<file path="config.mk">
export PLATFORM = sky130hd
export DESIGN_NAME = pad_seq
export DESIGN_NICKNAME = d
export VERILOG_FILES = /design/src/rtl/pad_seq_pkg.sv /design/src/rtl/pad_seq_tmr.sv /design/src/rtl/pad_seq.sv
export SDC_FILE = /design/constraint.sdc
export NUM_CORES = 1
export LEC_CHECK = 0
export CAP_MARGIN = 20
export CORE_MARGIN = 3
export CORE_UTILIZATION = 46
export CTS_CLUSTER_DIAMETER = 30
export DETAILED_ROUTE_END_ITERATION = 12
export MAX_ROUTING_LAYER = met4
export PLACE_DENSITY = 0.66
export SYNTH_ARGS = -nofsm -noshare
export SYNTH_HDL_FRONTEND = slang
export SYNTH_SLANG_ARGS = --single-unit
</file>
<file path="constraint.sdc">
create_clock -name clk -period 2.46 [get_ports clk]
set_input_delay 0.246 -clock clk [delete_from_list [all_inputs] [get_ports clk]]
set_output_delay 0.246 -clock clk [all_outputs]
set_load 0.03 [all_outputs]
</file>
<file path="src/rtl/pad_seq_pkg.sv">
`default_nettype none
// ============================================================================
//  Module      : pad_seq_pkg
//  Description : Shared types and helpers for the pad sequencer: state
//                encoding, default group count and timer width helper.
//  Revision    : 1.0 - initial release
// ============================================================================
package pad_seq_pkg;

    // Encoding is visible on state_o, so values are fixed.
    typedef enum logic [2:0] {
        ST_OFF       = 3'd0,
        ST_SETTLE    = 3'd1,
        ST_RAMP_UP   = 3'd2,
        ST_ON        = 3'd3,
        ST_RAMP_DOWN = 3'd4
    } state_t;

    localparam int c_n_grp_default      = 4;
    localparam int c_settle_cyc_default = 16;
    localparam int c_step_cyc_default   = 8;

    // Timer must hold the larger of the two reload values.
    function automatic int tmr_width(input int settle_cyc, input int step_cyc);
        int mx;
        mx = (settle_cyc > step_cyc) ? settle_cyc : step_cyc;
        return $clog2(mx + 1);
    endfunction

endpackage
`default_nettype wire

</file>
<file path="src/rtl/pad_seq_tmr.sv">
`default_nettype none
// ============================================================================
//  Module      : pad_seq_tmr
//  Description : Loadable down-counter. A load of value L raises expired_o
//                on the L-th cycle after the load, so the owner acts on the
//                edge exactly L cycles after loading.
//  Revision    : 1.0 - initial release
// ============================================================================
module pad_seq_tmr #(
    parameter int TW = 5
) (
    input  logic          clk,
    input  logic          rst,
    input  logic          load_i,
    input  logic [TW-1:0] load_val_i,
    output logic          expired_o
);

    logic [TW-1:0] cnt_q;
    logic [TW-1:0] cnt_d;

    // Next count: reload wins, otherwise count down and rest at zero.
    always_comb begin
        cnt_d = cnt_q;
        if (load_i) begin
            cnt_d = load_val_i;
        end else if (cnt_q != '0) begin
            cnt_d = cnt_q - TW'(1);
        end
    end

    // Counter register.
    always_ff @(posedge clk) begin
        if (rst) begin
            cnt_q <= '0;
        end else begin
            cnt_q <= cnt_d;
        end
    end

    // Last counting cycle; zero means idle and never expires.
    assign expired_o = (cnt_q == TW'(1));

endmodule
`default_nettype wire

</file>
<file path="src/rtl/pad_seq.sv">
`default_nettype none
// ============================================================================
//  Module      : pad_seq
//  Description : Pad ring sequencer. Holds output pads tristated with pulls
//                on, waits for supplies to settle, then enables output groups
//                one per step; on shutdown disables them highest first.
//                Outputs drive pad OEN/REN directly; keep this module
//                dont_touch in the constraints together with the pads.
//  Revision    : 1.0 - initial release
// ============================================================================
module pad_seq
    import pad_seq_pkg::*;
#(
    parameter int N_GRP      = c_n_grp_default,
    parameter int SETTLE_CYC = c_settle_cyc_default,
    parameter int STEP_CYC   = c_step_cyc_default
) (
    input  logic             clk,
    input  logic             rst,
    input  logic             en_i,
    input  logic             off_req_i,
    output logic [N_GRP-1:0] pad_oen_o,
    output logic             pad_ren_o,
    output logic             ready_o,
    output logic             off_ack_o,
    output logic [2:0]       state_o
);

    localparam int TW = tmr_width(SETTLE_CYC, STEP_CYC);
    localparam int NW = $clog2(N_GRP + 1);

    state_t           state_q, state_d;
    logic [NW-1:0]    n_q, n_d;
    logic [N_GRP-1:0] oen_q, oen_d;
    logic             ren_q, ren_d;
    logic             ready_q, ready_d;
    logic             ack_q, ack_d;

    logic             w_go;
    logic             w_tmr_load;
    logic [TW-1:0]    w_tmr_val;
    logic             w_tmr_exp;

    assign w_go = en_i & ~off_req_i;

    pad_seq_tmr #(
        .TW (TW)
    ) u_tmr (
        .clk        (clk),
        .rst        (rst),
        .load_i     (w_tmr_load),
        .load_val_i (w_tmr_val),
        .expired_o  (w_tmr_exp)
    );

    // Sequencing decisions: next state, group count and timer reloads.
    always_comb begin
        state_d    = state_q;
        n_d        = n_q;
        ack_d      = 1'b0;
        w_tmr_load = 1'b0;
        w_tmr_val  = TW'(STEP_CYC);
        case (state_q)
            ST_OFF: begin
                n_d = '0;
                if (w_go) begin
                    state_d    = ST_SETTLE;
                    w_tmr_load = 1'b1;
                    w_tmr_val  = TW'(SETTLE_CYC);
                end
            end
            ST_SETTLE: begin
                if (!w_go) begin
                    state_d = ST_OFF;
                    n_d     = '0;
                end else if (w_tmr_exp) begin
                    state_d    = ST_RAMP_UP;
                    n_d        = NW'(1);
                    w_tmr_load = 1'b1;
                end
            end
            ST_RAMP_UP: begin
                // Losing go outranks a coincident step.
                if (!w_go) begin
                    state_d    = ST_RAMP_DOWN;
                    n_d        = n_q - NW'(1);
                    w_tmr_load = 1'b1;
                end else if (w_tmr_exp) begin
                    if (n_q < NW'(N_GRP)) begin
                        n_d        = n_q + NW'(1);
                        w_tmr_load = 1'b1;
                    end else begin
                        state_d = ST_ON;
                    end
                end
            end
            ST_ON: begin
                if (!w_go) begin
                    state_d    = ST_RAMP_DOWN;
                    n_d        = n_q - NW'(1);
                    w_tmr_load = 1'b1;
                end
            end
            ST_RAMP_DOWN: begin
                // go is ignored here: a started shutdown always finishes.
                if (w_tmr_exp) begin
                    if (n_q != '0) begin
                        n_d        = n_q - NW'(1);
                        w_tmr_load = 1'b1;
                    end else begin
                        state_d = ST_OFF;
                        ack_d   = 1'b1;
                    end
                end
            end
            default: begin
                state_d = ST_OFF;
                n_d     = '0;
            end
        endcase
    end

    // Pad-facing values derived from the next state so they register cleanly.
    always_comb begin
        oen_d = '1;
        for (int i = 0; i < N_GRP; i++) begin
            oen_d[i] = !(NW'(i) < n_d);
        end
        ren_d   = (state_d == ST_ON);
        ready_d = (state_d == ST_ON);
    end

    // State and output registers; reset drops straight to safe pad values.
    always_ff @(posedge clk) begin
        if (rst) begin
            state_q <= ST_OFF;
            n_q     <= '0;
            oen_q   <= '1;
            ren_q   <= 1'b0;
            ready_q <= 1'b0;
            ack_q   <= 1'b0;
        end else begin
            state_q <= state_d;
            n_q     <= n_d;
            oen_q   <= oen_d;
            ren_q   <= ren_d;
            ready_q <= ready_d;
            ack_q   <= ack_d;
        end
    end

    assign pad_oen_o = oen_q;
    assign pad_ren_o = ren_q;
    assign ready_o   = ready_q;
    assign off_ack_o = ack_q;
    assign state_o   = state_q;

endmodule
`default_nettype wire

</file>
==> metrics.md <==
| Metric | Value |
|---|---|
| GRT overflow | 0 |
| CP required | 2.64 ns |
| Status | finished, final reports clean |
| Commonest non-fill, non-tap cell in the layout | dfxtp_1 |
| Maximum clock rate | approximately 450 MHz |
| Detail Route Antenna Nets | 0 |
| Number of fill cells | just over 200 |
| Post-Layout Cell Count | between 150 and 200 |
| DR iter-0 viols | 25 |
| Pwr Total | a little over 0.0009 W |
| Count of final setup violators | 0 |
| Slew @ Worst Pin | about 0.43 ns |
| Slew Limit Headroom | 71.0% |
| Syn Std Cell Area | between 1000 and 1500 um^2 |
| Layout area overhead | 17.8% |
| Initial Utilization | between 50% and 60% |
| Syn Inst Count | ~120 |
| First-pass GRT wire length | between 3000 and 4000 um |
| Vias | 903 |
| Drt drc | 0 |
| Core area | around 2000 um^2 |
| Mapped Nets | around 130 |
| Post-synth EDFFs | 0 |
| Crit Path Category | register to register |
| Clock Skew | 0.00138 ns |
| Layout cells sized above 1 | about 15% |
| Post-Route WL | around 2200 um |
| Detailed placer's ending HPWL | between 1500 and 2000 um |
| #FFs+latches synth | 17 |
| Max Slew Vio Count | 0 |
| Clock Tree Buf Depth | 2 |
| Largest area contributor in the netlist | dfxtp_1 |
| Worst Setup End Kind | register |
| CTS tree | built |
| Fin Setup TNS | 0 ns |
| Final hold vios | 0 |
| Die Area | approximately 2800 um^2 |
| Critical path fanouts, max | 7 |
| Synth Flop Type | dfxtp_1 |
| Port Buffers | 13 |
| Slowest stage delay, CP | roughly 0.6 ns |
| Setup repair bufs after CTS | 0 |
| Maximum VDD drop | roughly 0.73 mV |
| Clock Pin Slew Worst Setup and Hold Paths | around 0.09 ns |
| Die W | around 53 um |
| Area share of the largest cell type after synthesis | between 30% and 40% |
| DRT Pass-1 Iters | 4 |
| TritonCTS Buffers | 3 |
| Startpoint types | register |
| Area contributors post-synth | dfxtp_1 (33%), ha_1 (7.4%), nor2_1 (5.9%), a21oi_1 (3.9%), nor3_1 (3.4%) |
| Ports | 14 |
| Nets@finish | ~150 |
| Period utilization | ~90% |
| Row count | 16 |
| Worst hold path type | register to register |
| Root Driver | clkbuf_4 |
| Syn Area/Cell | between 8 and 9 um^2 |
| Leak | around 0.45 nW |
| Diodes inserted | 0 |
| Pwr per Cell Area | approximately 760 nW/um^2 |
| Die Span Y | around 53 um |
| Hold buffers post-CTS | 0 |
| Share of synthesized flip-flops with an asynchronous set or reset | 0% |
| Number of instances in the placed design | 159 |
| Synthesis warning total | 0 |
| Wire per inst | 13.7 um |
| Clock sink count | 17 |
| Vias per cell | around 5.5 |
| Initial antenna violation count | 0 |
| GRT Util Overall | 18.7% |
| Period minus WS final | between 2 and 2.5 ns |
| RSZ-0062 raised after global routing | false |
| Max Cap Violations | 0 |
| Most frequent cells in the layout | dfxtp_1 (17), nor2_1 (16), clkdlybuf4s50_1 (13) |
| Largest net degree at the start of global routing | 15 |
| # resized after CTS | 0 |
| Fin util | 59.4% |
| Vias in the first global route | roughly 850 |
| Worst EP arrival | 2.40 ns |
| Gpl congestion | just under 0.9 |
| Netlist cell types | 45 |
| Worst-Skew Late Latency | 0.29 ns |
| Critical Path, Cell by Cell | ha_1, or4b_1, nor4_1, a311oi_1, a311oi_2, nor3_1 |
| Slowest stage cell, crit path | or4b_1 |
| H-tree levels | 1 |
| Sequential area share after synthesis | roughly 33% |
==> cells in the mapped netlist (2+ instances only) <==
library cell,number
or2b_2,3
a211oi_1,2
nand2_1,9
and2b_2,2
nor3_1,7
ha_1,6
nor2_1,16
or3b_2,2
inv_1,6
nand3_1,2
nor3b_1,3
o21ai_0,4
o22ai_1,2
xor2_1,2
dfxtp_1,17
a21oi_1,8
buf_4,2
==> report_power, final <==
part	internal [W]	total (W)	switching, W
logic	0.000177	0.000398	0.000220
clock network	0.0000606	0.000146	0.0000858
registers	0.000316	0.000367	0.0000513
total	0.000554	0.000911	0.000358
==> state kept, by name (all words and copies together), names as in the netlist <==
register     count
ready_o          1
off_ack_o        1
n_q              3
u_tmr.cnt_q      5
state_o          3
pad_oen_o        4
==> cell type report <==
| cell class | count | area, um^2 | share of cell area (%) |
|---|---|---|---|
| multi-input combinational | 91 | 613 | 51.0 |
| sequential | 17 | 340 | 28.3 |
| timing repair buffer | 17 | 160 | 13.3 |
| tap | 27 | 33.8 | 2.81 |
| inverter | 7 | 26.3 | 2.19 |
| clock buffer | 3 | 22.5 | 1.88 |
| clock inverter | 1 | 5.00 | 0.417 |
==> critical path, delay by kind of cell, from the launching register on <==
| kind | cells | cell delay [ns] |
|---|---|---|
| flops | 1 | 0.41 |
| simple gates | 3 | 1.01 |
| compound gates | 2 | 0.49 |
| fa+ha+maj | 1 | 0.21 |
==> metrics by stage <==
step | instance area [um^2] | hold slack, ns | setup WS, ns
2_1_floorplan | 1020 | 0.491 | 0.440
5_1_grt | 1200 | 0.558 | 0.0935
6_report | 1200 | 0.543 | 0.238
3_5_place_dp | 1170 | 0.521 | 0.183
3_3_place_gp | 1170 | 0.503 | 0.228
4_1_cts | 1200 | 0.536 | 0.251
==> cells by family (layout without fill, tap and decap cells) <==
family          count (synthesis)  count (layout)  share of synthesized area [%]
simple gates                   53              53                           29.0
compound gates                 28              28                           20.1
flops                          17              17                           33.4
buf+inv                        13              28                           6.50
fa+ha+maj                       6               6                           7.36
xor+xnor                        3               3                           2.58
mux                             1               1                           1.10
==> per-layer routing <==
layer | share of wire (%) | track usage (%)
met1 | 49 | 24.1
met2 | 46 | 29.5
met3 | 4.0 | 1.69
met4 | 1.1 | 8.51
met5 | 0 | -
==> path summary, 6_finish.rpt <==
check | cells after the start | end | slack [ns] | startpoint
min reg2reg | 2 | u_tmr.cnt_q[1]$_SDFFE_PP0P_ | 0.54 | u_tmr.cnt_q[1]$_SDFFE_PP0P_
max reg2reg | 6 | pad_oen_o[0]$_SDFF_PP1_ | 0.24 | u_tmr.cnt_q[0]$_SDFFE_PP0P_
min | 2 | u_tmr.cnt_q[1]$_SDFFE_PP0P_ | 0.54 | u_tmr.cnt_q[1]$_SDFFE_PP0P_
max | 6 | pad_oen_o[0]$_SDFF_PP1_ | 0.24 | u_tmr.cnt_q[0]$_SDFFE_PP0P_
(Power assumes the default switching activity.)
